===== src/rtl/line_fetcher.sv =====
// Read-side fill engine: queues line requests, fetches each 64-byte line as one
// AXI4 INCR burst and returns the assembled line with the original addr/id/offset.
module line_fetcher #(
  parameter int unsigned C_M_AXI_ID_WIDTH   = 1,
  parameter int unsigned C_M_AXI_DATA_WIDTH = 128,
  parameter int unsigned C_M_AXI_ADDR_WIDTH = 40,
  parameter int unsigned C_BRAM_DATA_WIDTH  = 512,
  parameter int unsigned BEATS              = 4,
  parameter int unsigned CHANNEL_ADDR_WIDTH = 34,
  parameter int unsigned QUEUE_LENGTH       = 8
) (
  input  logic                          clock,
  input  logic                          reset,
  input  logic [CHANNEL_ADDR_WIDTH-1:0] request_notification_addr,
  input  logic [C_M_AXI_ID_WIDTH-1:0]   request_notification_id,
  input  logic [$clog2(BEATS)-1:0]      request_notification_offset,
  input  logic                          request_notification_valid,
  output logic                          monitor_bypass_ready,
  output logic [CHANNEL_ADDR_WIDTH-1:0] availability_notification_addr,
  output logic [C_M_AXI_ID_WIDTH-1:0]   availability_notification_id,
  output logic [$clog2(BEATS)-1:0]      availability_notification_offset,
  output logic [C_BRAM_DATA_WIDTH-1:0]  availability_notification_data,
  output logic                          availability_notification_valid,
  output logic [C_M_AXI_ID_WIDTH-1:0]   M_AXI_ARID,
  output logic [C_M_AXI_ADDR_WIDTH-1:0] M_AXI_ARADDR,
  output logic [7:0]                    M_AXI_ARLEN,
  output logic [2:0]                    M_AXI_ARSIZE,
  output logic [1:0]                    M_AXI_ARBURST,
  output logic                          M_AXI_ARVALID,
  input  logic                          M_AXI_ARREADY,
  input  logic [C_M_AXI_ID_WIDTH-1:0]   M_AXI_RID,
  input  logic [C_M_AXI_DATA_WIDTH-1:0] M_AXI_RDATA,
  input  logic [1:0]                    M_AXI_RRESP,
  input  logic                          M_AXI_RLAST,
  input  logic                          M_AXI_RVALID,
  output logic                          M_AXI_RREADY,
  output logic [2:0]                    fetch_error
);

  localparam int unsigned OFF_W = $clog2(BEATS);
  localparam int unsigned PTR_W = (QUEUE_LENGTH > 1) ? $clog2(QUEUE_LENGTH) : 1;
  localparam int unsigned CNT_W = $clog2(QUEUE_LENGTH + 1);
  localparam int unsigned W     = C_M_AXI_DATA_WIDTH;

  localparam logic [1:0] S_IDLE   = 2'd0;
  localparam logic [1:0] S_AR     = 2'd1;
  localparam logic [1:0] S_RDATA  = 2'd2;
  localparam logic [1:0] S_NOTIFY = 2'd3;

  logic [1:0] state, state_next;

  logic [CHANNEL_ADDR_WIDTH-1:0] q_addr [QUEUE_LENGTH];
  logic [C_M_AXI_ID_WIDTH-1:0]   q_id   [QUEUE_LENGTH];
  logic [OFF_W-1:0]              q_off  [QUEUE_LENGTH];
  logic [PTR_W-1:0]              wr_ptr, rd_ptr;
  logic [CNT_W-1:0]              count, count_next;

  logic [OFF_W-1:0]              beat_cnt;
  logic [C_BRAM_DATA_WIDTH-1:0]  line, line_next;

  logic full, empty, push, pop, drop;
  logic beat_ok, last_beat;
  logic unused_rid;

  assign unused_rid = ^M_AXI_RID;

  assign full      = (count == CNT_W'(QUEUE_LENGTH));
  assign empty     = (count == '0);
  assign pop       = (state == S_NOTIFY);
  // A pop in the same cycle frees the slot, so a push into a full FIFO is kept then.
  assign push      = request_notification_valid && (!full || pop);
  assign drop      = request_notification_valid && full && !pop;
  assign beat_ok   = (state == S_RDATA) && M_AXI_RVALID && M_AXI_RREADY;
  assign last_beat = (beat_cnt == OFF_W'(BEATS - 1));

  always_comb begin
    count_next = count;
    if (push && !pop)      count_next = count + CNT_W'(1);
    else if (!push && pop) count_next = count - CNT_W'(1);
  end

  // Beat k lands in the k-th most significant slice of the line.
  always_comb begin
    line_next = line;
    for (int unsigned k = 0; k < BEATS; k++) begin
      if (beat_ok && (beat_cnt == OFF_W'(k)))
        line_next[(BEATS-1-k)*W +: W] = M_AXI_RDATA;
    end
  end

  always_comb begin
    state_next = state;
    case (state)
      S_IDLE:   if (!empty) state_next = S_AR;
      S_AR:     if (M_AXI_ARVALID && M_AXI_ARREADY) state_next = S_RDATA;
      S_RDATA:  if (beat_ok && last_beat) state_next = S_NOTIFY;
      S_NOTIFY: state_next = S_IDLE;
      default:  state_next = S_IDLE;
    endcase
  end

  always_ff @(posedge clock) begin
    if (push) begin
      q_addr[wr_ptr] <= request_notification_addr;
      q_id[wr_ptr]   <= request_notification_id;
      q_off[wr_ptr]  <= request_notification_offset;
    end
  end

  always_ff @(posedge clock) begin
    if (reset) begin
      state                            <= S_IDLE;
      wr_ptr                           <= '0;
      rd_ptr                           <= '0;
      count                            <= '0;
      monitor_bypass_ready             <= 1'b0;
      beat_cnt                         <= '0;
      line                             <= '0;
      M_AXI_ARVALID                    <= 1'b0;
      M_AXI_ARID                       <= '0;
      M_AXI_ARADDR                     <= '0;
      M_AXI_ARLEN                      <= '0;
      M_AXI_ARSIZE                     <= '0;
      M_AXI_ARBURST                    <= '0;
      M_AXI_RREADY                     <= 1'b0;
      availability_notification_valid  <= 1'b0;
      availability_notification_addr   <= '0;
      availability_notification_id     <= '0;
      availability_notification_offset <= '0;
      availability_notification_data   <= '0;
      fetch_error                      <= '0;
    end else begin
      state <= state_next;
      count <= count_next;
      if (push) wr_ptr <= (wr_ptr == PTR_W'(QUEUE_LENGTH - 1)) ? '0 : wr_ptr + PTR_W'(1);
      if (pop)  rd_ptr <= (rd_ptr == PTR_W'(QUEUE_LENGTH - 1)) ? '0 : rd_ptr + PTR_W'(1);
      // Two free slots cover the push already in flight from the front-end.
      monitor_bypass_ready <= ((CNT_W'(QUEUE_LENGTH) - count_next) >= CNT_W'(2));

      M_AXI_ARVALID <= (state_next == S_AR);
      if (state_next == S_AR && state != S_AR) begin
        M_AXI_ARID    <= q_id[rd_ptr];
        M_AXI_ARADDR  <= C_M_AXI_ADDR_WIDTH'({q_addr[rd_ptr], 6'b0});
        M_AXI_ARLEN   <= 8'(BEATS - 1);
        M_AXI_ARSIZE  <= 3'($clog2(W / 8));
        M_AXI_ARBURST <= 2'b01;
      end

      M_AXI_RREADY <= (state_next == S_RDATA);
      if (beat_ok) beat_cnt <= beat_cnt + OFF_W'(1);
      line <= line_next;

      availability_notification_valid <= (state_next == S_NOTIFY);
      if (state_next == S_NOTIFY && state != S_NOTIFY) begin
        availability_notification_data   <= line_next;
        availability_notification_addr   <= q_addr[rd_ptr];
        availability_notification_id     <= q_id[rd_ptr];
        availability_notification_offset <= q_off[rd_ptr];
      end

      if (beat_ok && M_AXI_RRESP != 2'b00)  fetch_error[0] <= 1'b1;
      if (beat_ok && M_AXI_RLAST != last_beat) fetch_error[1] <= 1'b1;
      if (drop)                             fetch_error[2] <= 1'b1;
    end
  end

endmodule


===== config.mk =====
export PLATFORM = sky130hd
export DESIGN_NAME = line_fetcher
export DESIGN_NICKNAME = d
export VERILOG_FILES = /design/src/rtl/line_fetcher.sv
export SDC_FILE = /design/constraint.sdc
export NUM_CORES = 2
export LEC_CHECK = 0
export BUFFER_PORTS_ARGS = -buffer_cell sky130_fd_sc_hd__clkbuf_2
export CAP_MARGIN = 10
export CELL_PAD_IN_SITES_DETAIL_PLACEMENT = 1
export CELL_PAD_IN_SITES_GLOBAL_PLACEMENT = 2
export CORE_MARGIN = 5
export CORE_UTILIZATION = 33
export CTS_CLUSTER_SIZE = 14
export DETAILED_ROUTE_END_ITERATION = 6
export GPL_ROUTABILITY_DRIVEN = 0
export PLACE_DENSITY = 0.74
export RECOVER_POWER = 100
export REMOVE_ABC_BUFFERS = 1
export SETUP_SLACK_MARGIN = 0.5
export SLEW_MARGIN = 0
export SYNTH_ARGS = -nofsm -noshare
export SYNTH_HDL_FRONTEND = slang
export SYNTH_SLANG_ARGS = --single-unit

===== constraint.sdc =====
create_clock -name clock -period 5.42 [get_ports clock]
set_clock_uncertainty 0.15 [all_clocks]
set_input_delay 0.542 -clock clock [delete_from_list [all_inputs] [get_ports clock]]
set_output_delay 0.542 -clock clock [all_outputs]
set_load 0.005 [all_outputs]

# Word level (Yosys, flattened, before mapping)
# Memories as Yosys holds them, arrays and structs flattened. A register that Yosys moved wholly into a read port is not among the register bits.
# Index checks and enable logic that the tools add are counted.
dict set report totals {
  regBits 1117
  latchBits 0
  ram_bits 296
  mem_bits_ro 0
  input_bits 174
  output_inout_bits 610
  wordCells 87
  mem_count 3
}
# memory words width rd rd_ports_with_merged_regs write_ports line
set mem_list {}
lappend mem_list {q_addr 8 34 1 1 1 52} ;# logic [CHANNEL_ADDR_WIDTH-1:0] q_addr [QUEUE_LENGTH];
lappend mem_list {q_off 8 2 1 1 1 54} ;# logic [OFF_W-1:0] q_off [QUEUE_LENGTH];
lappend mem_list {q_id 8 1 1 1 1 53} ;# logic [C_M_AXI_ID_WIDTH-1:0] q_id [QUEUE_LENGTH];
dict set report classes {
  add_sub_neg 6
  n_mul 0
  div_mod_pow 0
  n_lt_le_gt_ge 1
  eq_ne 15
  shift 0
  muxes 18
  bitwise_logic 0
  reduce_logical 24
}
# operator count
set op_table {}
lappend op_table {{two-way mux 128 bit} 4}
lappend op_table {{two-way mux 3 bit} 6}
lappend op_table {{logical AND 1 bit} 16}
lappend op_table {{== test 2 bit, second input constant} 6}
lappend op_table {{two-way mux 4 bit} 2}
lappend op_table {{one-hot mux 2 bit (4 select lines)} 1}
lappend op_table {{adder 3 x 1 -> 3 bit, second input constant} 2}
lappend op_table {{== test 2 x 1 -> 1 bit, second input constant} 3}
lappend op_table {{== test 3 bit, second input constant} 2}
lappend op_table {{two-way mux 2 bit} 3}
lappend op_table {{adder 4 x 1 -> 4 bit, second input constant} 1}
lappend op_table {{== test 4 bit, second input constant} 1}
lappend op_table {{>= comparator 4 x 2 -> 1 bit, second input constant} 1}
lappend op_table {{logical NOT 2 bit} 2}
lappend op_table {{logical NOT 4 bit} 1}
lappend op_table {{subtractor 4 x 1 -> 4 bit, second input constant} 1}
lappend op_table {{subtractor 4 bit, first input constant} 1}
lappend op_table {{logical NOT 1 bit} 3}
lappend op_table {{adder 2 x 1 -> 2 bit, second input constant} 1}
lappend op_table {{two-way mux 1 bit} 2}
lappend op_table {{!= test 2 x 1 -> 1 bit, second input constant} 1}
lappend op_table {{!= test 2 bit, second input constant} 1}
lappend op_table {{nonzero test 2 bit} 1}
lappend op_table {{logical OR 1 bit} 1}
lappend op_table {{!= test 1 bit} 1}

# Logic depth before layout (Yosys ltp)
dict set report logic_depth {
  word_depth 10
  depth_mapped 10
  depth_no_buf 10
}

# Worst setup path after synthesis
# OpenSTA, ideal clock, no wires.
dict set report synth_path {
  path_kind {reg2reg}
  start {reg count[0]}
  end {mem q_addr[0][0] (enable)}
  setup_ps 524
  arrival_time_ps 4604
  required_ps 4746
  setup_slack_ps 142
  stages_incl_launch_ff 6
  n_path_buf 0
  period_less_slack_ps 5278
  path_cell_list {dfxtp_1 > inv_1 > ha_1 > nand3b_1 > o21ai_1 > nor4_1}
}
dict set report synth_between {
  elab_chain_cells 6
}
# item line
set synth_lines {}
lappend synth_lines {{from (decl)} 56} ;# logic [CNT_W-1:0] count, count_next;
lappend synth_lines {{from (signal assigned)} 134} ;# count <= count_next;
lappend synth_lines {{== test 4 bit} 67} ;# assign full = (count == CNT_W'(QUEUE_LENGTH));
lappend synth_lines {{logical NOT 1 bit} 71} ;# assign push = request_notification_valid && (!full || pop);
lappend synth_lines {{logical OR 1 bit} 71}
lappend synth_lines {{logical AND 1 bit} 71}
lappend synth_lines {{two-way mux 1 bit} 103} ;# if (push) begin
lappend synth_lines {{two-way mux 1 bit (not written as such)} 104} ;# q_addr[wr_ptr] <= request_notification_addr;
lappend synth_lines {{to (decl)} 52}
# Every way passes these cells.

# Final worst setup path
dict set report layout_path {
  start {reg state[0]}
  end {reg availability_notification_data[281]}
}
dict set report layout_between {
  elab_chain_cells 8
  word_cells_on_any_way 16
  cone_classes {5 x eq/ne; 5 x mux; 6 x reduce/logical}
}
# item line
set layout_lines {}
lappend layout_lines {{from (decl)} 50} ;# logic [1:0] state, state_next;
lappend layout_lines {{from (signal assigned)} 133} ;# state <= state_next;
lappend layout_lines {{== test 2 bit} {73, 93}}
lappend layout_lines {{logical AND 1 bit (2 in a row)} 73} ;# assign beat_ok = (state == S_RDATA) && M_AXI_RVALID && M_AXI_RREADY;
lappend layout_lines {{logical AND 1 bit} 96} ;# S_RDATA: if (beat_ok && last_beat) state_next = S_NOTIFY;
lappend layout_lines {{two-way mux 2 bit} 96}
lappend layout_lines {{one-hot mux 2 bit (4 select lines)} 93} ;# case (state)
lappend layout_lines {{== test 2 bit} 154} ;# if (state_next == S_NOTIFY && state != S_NOTIFY) begin
lappend layout_lines {{logical AND 1 bit} 154}
lappend layout_lines {{to (signal assigned)} 155} ;# availability_notification_data <= line_next;
lappend layout_lines {{to (decl)} 22} ;# output logic [C_BRAM_DATA_WIDTH-1:0] availability_notification_data,
# Parallel ways exist; a longest one is shown, timed or not.
# A chain may end at the register's enable or synchronous reset.

==> reports/metrics.csv <==
stage,metric,value,unit
min_path,hp-class,input port to flip-flop,
power_and_ir_drop,p_total,20.31,mW
clocking,numClockSinks,1289,
clocking,clk_pin_slew,0.06,ns
global_routing,grt_busiest_layer,met2,
worst_setup_path,endpoint,availability_notification_data[281],
yosys,yosys.area.top_type,dfxtp_1,
floorplanning,die-area,0.1461,mm²
yosys,yosysSeqAreaShare,0.6294,
clocking,cts_resized,0,
timing,timing.final.hold_violations,0,
worst_setup_path,startpoint,state[0],
clocking,cts.htree.levels,4,
yosys,synth_top_area_share,0.4349,
min_path,hp-start,reset,
clocking,worstSkewPairLatency,0.75,ns
route,vias,31806,
global_routing,grt_antenna_before_repair,10,
worst_setup_path,r2r_end,availability_notification_data[281],
worst_setup_path,start_kind,flip-flop,
placed_design,dpl.hpwl,92300,µm
worst_setup_path,cp.required,5.85,ns
final_layout,mostFrequentLayoutCell,dfxtp_1,
timing,max_freq,242.3,MHz
worst_setup_path,arrival,4.56,ns
global_routing,grtUsageMet2,0.3106,
global_routing,overflow,0,
clocking,cts_buffers,144,
route,wirelength,139500,µm
floorplanning,die_h,382.2,µm
global_routing,grt_max_degree,149,
timing,finalSetupViolations,0,
floorplanning,initial_core_util,0.3324,
timing,fin_hold_ws,0.04522,ns
clocking,cts_tree,yes,
placed_design,numPortBuffers,767,
worst_setup_path,r2r-start,state[0],
timing,min_period_over_period,0.7615,
final_layout,final_cell_count_no_fill,6639,
route,via_per_inst,4.791,
timing,rsz0062_at_grt,no,
yosys,ys.flop_type,dfxtp_1,
global_routing,met3_usage,0.05294,
status,violations,"max-capacitance violations, max-slew violations",
power_and_ir_drop,leakage,21.56,nW
worst_setup_path,criticalPathCategory,flip-flop to flip-flop,
yosys,netlist_area,0.04571,mm²
worst_setup_path,r2r_cells,6,
yosys,synthCells,3904,
route,first_pass_iters,5,
global_routing,first_global_vias,32383,
final_layout,final_cell_mix,"dfxtp_1 (990), nor2_1 (863), clkbuf_1 (625)",
global_routing,use_met1,0.2269,
final_layout,area_growth,22.63,%
worst_setup_path,cp-end-kind,flip-flop,
yosys,async_flop_share,0,
yosys,synth.avg_cell_area,11.71,µm²
route,wl_per_cell,21.01,µm
floorplanning,rows,136,
route,ant_nets,0,
placed_design,placed_cells,6200,
timing,finalMaxSlewViolations,105,
floorplanning,ios,784,
floorplanning,core,0.1375,mm²
timing,relSlewSlack,-0.2370,
floorplanning,chipWidth,382.2,µm
final_layout,utilization,0.4077,
placed_design,dpl_worst_slack,2.121,ns
route,drt_iter0_drc,1731,
clocking,cts_buffer_depth,3,
timing,worst_pin_slew,1.849,ns
yosys,synth_area_leaders,"dfxtp_1 (43%), edfxtp_1 (19%), mux2i_1 (9.3%)",
worst_setup_path,cp_max_fo,35,
flow_run,maxCapViolations,7,
timing,period_needed,4.127,ns
timing,fin_ws,1.293,ns
yosys,yosysWarnings,0,
worst_setup_path,r2r_slack,1.29,ns
route,drc_errors,0,
power_and_ir_drop,powerDensity,362.3,mW/mm²
yosys,ys_seq_elements,1289,
yosys,synth_cell_type_count,46,
status,status,finished with violations,
global_routing,grt_pass1_wl,207300,µm
global_routing,track_usage,0.1849,
clocking,cts-root-buf,clkbuf_16,
final_layout,drive_above_1_share,0.1181,
final_layout,final_nets,4907,
power_and_ir_drop,max-vdd-ir-drop,234.9,µV
yosys,synth_edf_count,296,
## worst min path at each step
stage                           to  slack (ns)  cells past startpoint
finish                   line[153]        0.05                      2
global route             line[153]        0.04                      2
CTS                      line[409]       0.009                      2
detailed placement  fetch_error[0]        0.29                      2
global placement    fetch_error[0]        0.29                      2
floorplan           fetch_error[0]        0.29                      2
## routing by layer
layer  vias to the layer above  routed length (µm)
li1                      15372                   -
met3                       207                9462
met4                         0                4995
met5                         -                   0
met2                       736               65560
met1                     15491               59450
## repair_timing
item                      in CTS  in global routing
hold buffers                 168                  0
hold endpoints to repair     890                  0
buffers inserted               0                  0
## synth_stat cells (2+ instances only)
library cell and instances:
a211oi_1 395, a211oi_2 62, a21oi_1 135, a31oi_1 2
and2_1 2, buf_1 4, buf_2 82, buf_4 63
buf_6 34, buf_8 2, clkbuf_1 140, dfxtp_1 993
edfxtp_1 296, ha_1 12, inv_1 8, mux2i_1 423
mux4_2 74, nand2_1 268, nand2b_1 5, nand3_1 3
nand3b_1 2, nor2_1 862, nor2b_1 3, nor3_1 7
nor3b_1 2, o32ai_1 2, xnor2_1 4
## logic make-up after synthesis
kind of cell | Yosys count | share of synthesized area
buf+inv | 333 | 0.04084
mux | 497 | 0.1291
flops | 1289 | 0.6294
compound gates | 605 | 0.09877
simple gates | 1162 | 0.09759
xor+xnor | 5 | 0.0009580
fa+ha+maj | 12 | 0.003285
other cells | 1 | 0.00008204
## state kept, by name (all words and copies together) (netlist names), 3 cells and up, named ones only
name and flops:
availability_notification_addr 34, q_id 8, fetch_error 3, availability_notification_data 512, q_off 16, line 384, count 4, M_AXI_ARADDR 34
q_addr 272, rd_ptr 3, wr_ptr 3
## final cells by class
class / instances / area, µm²
sequential: 1289 / 28770
fill: 15200 / 81440
clock buffer: 224 / 4158
clock inverter: 36 / 401.6
inverter: 8 / 30.03
antenna: 10 / 25.02
multi-input combinational: 2296 / 15020
tap: 1794 / 2245
timing repair buffer: 982 / 5395
## report_power, final
group / total [mW] / leakage [nW] / internal [mW] / switching, mW
Sequential: 10.0 / 10.7 / 9.95 / 0.0666
Combinational: 0.867 / 8.65 / 0.312 / 0.555
Clock: 9.42 / 2.22 / 5.49 / 3.93
Total: 20.3 / 21.6 / 15.8 / 4.55
## worst max-delay path, stage by stage, from the launching register on
cell and delay [ns]:
dfxtp_1 0.38, nand2b_2 0.23, nor2_1 0.89, nand2_4 0.64, clkbuf_2 0.95, mux2i_1 0.48, a211oi_1 0.12
## metrics by stage
step           TNS (ns)  area [µm²]
3_5_place_dp          0       50720
2_1_floorplan  -7470.29       43920
4_1_cts               0       56960
3_3_place_gp          0       50720
5_1_grt               0       56040
6_report              0       56050
(Power assumes the default switching activity.)
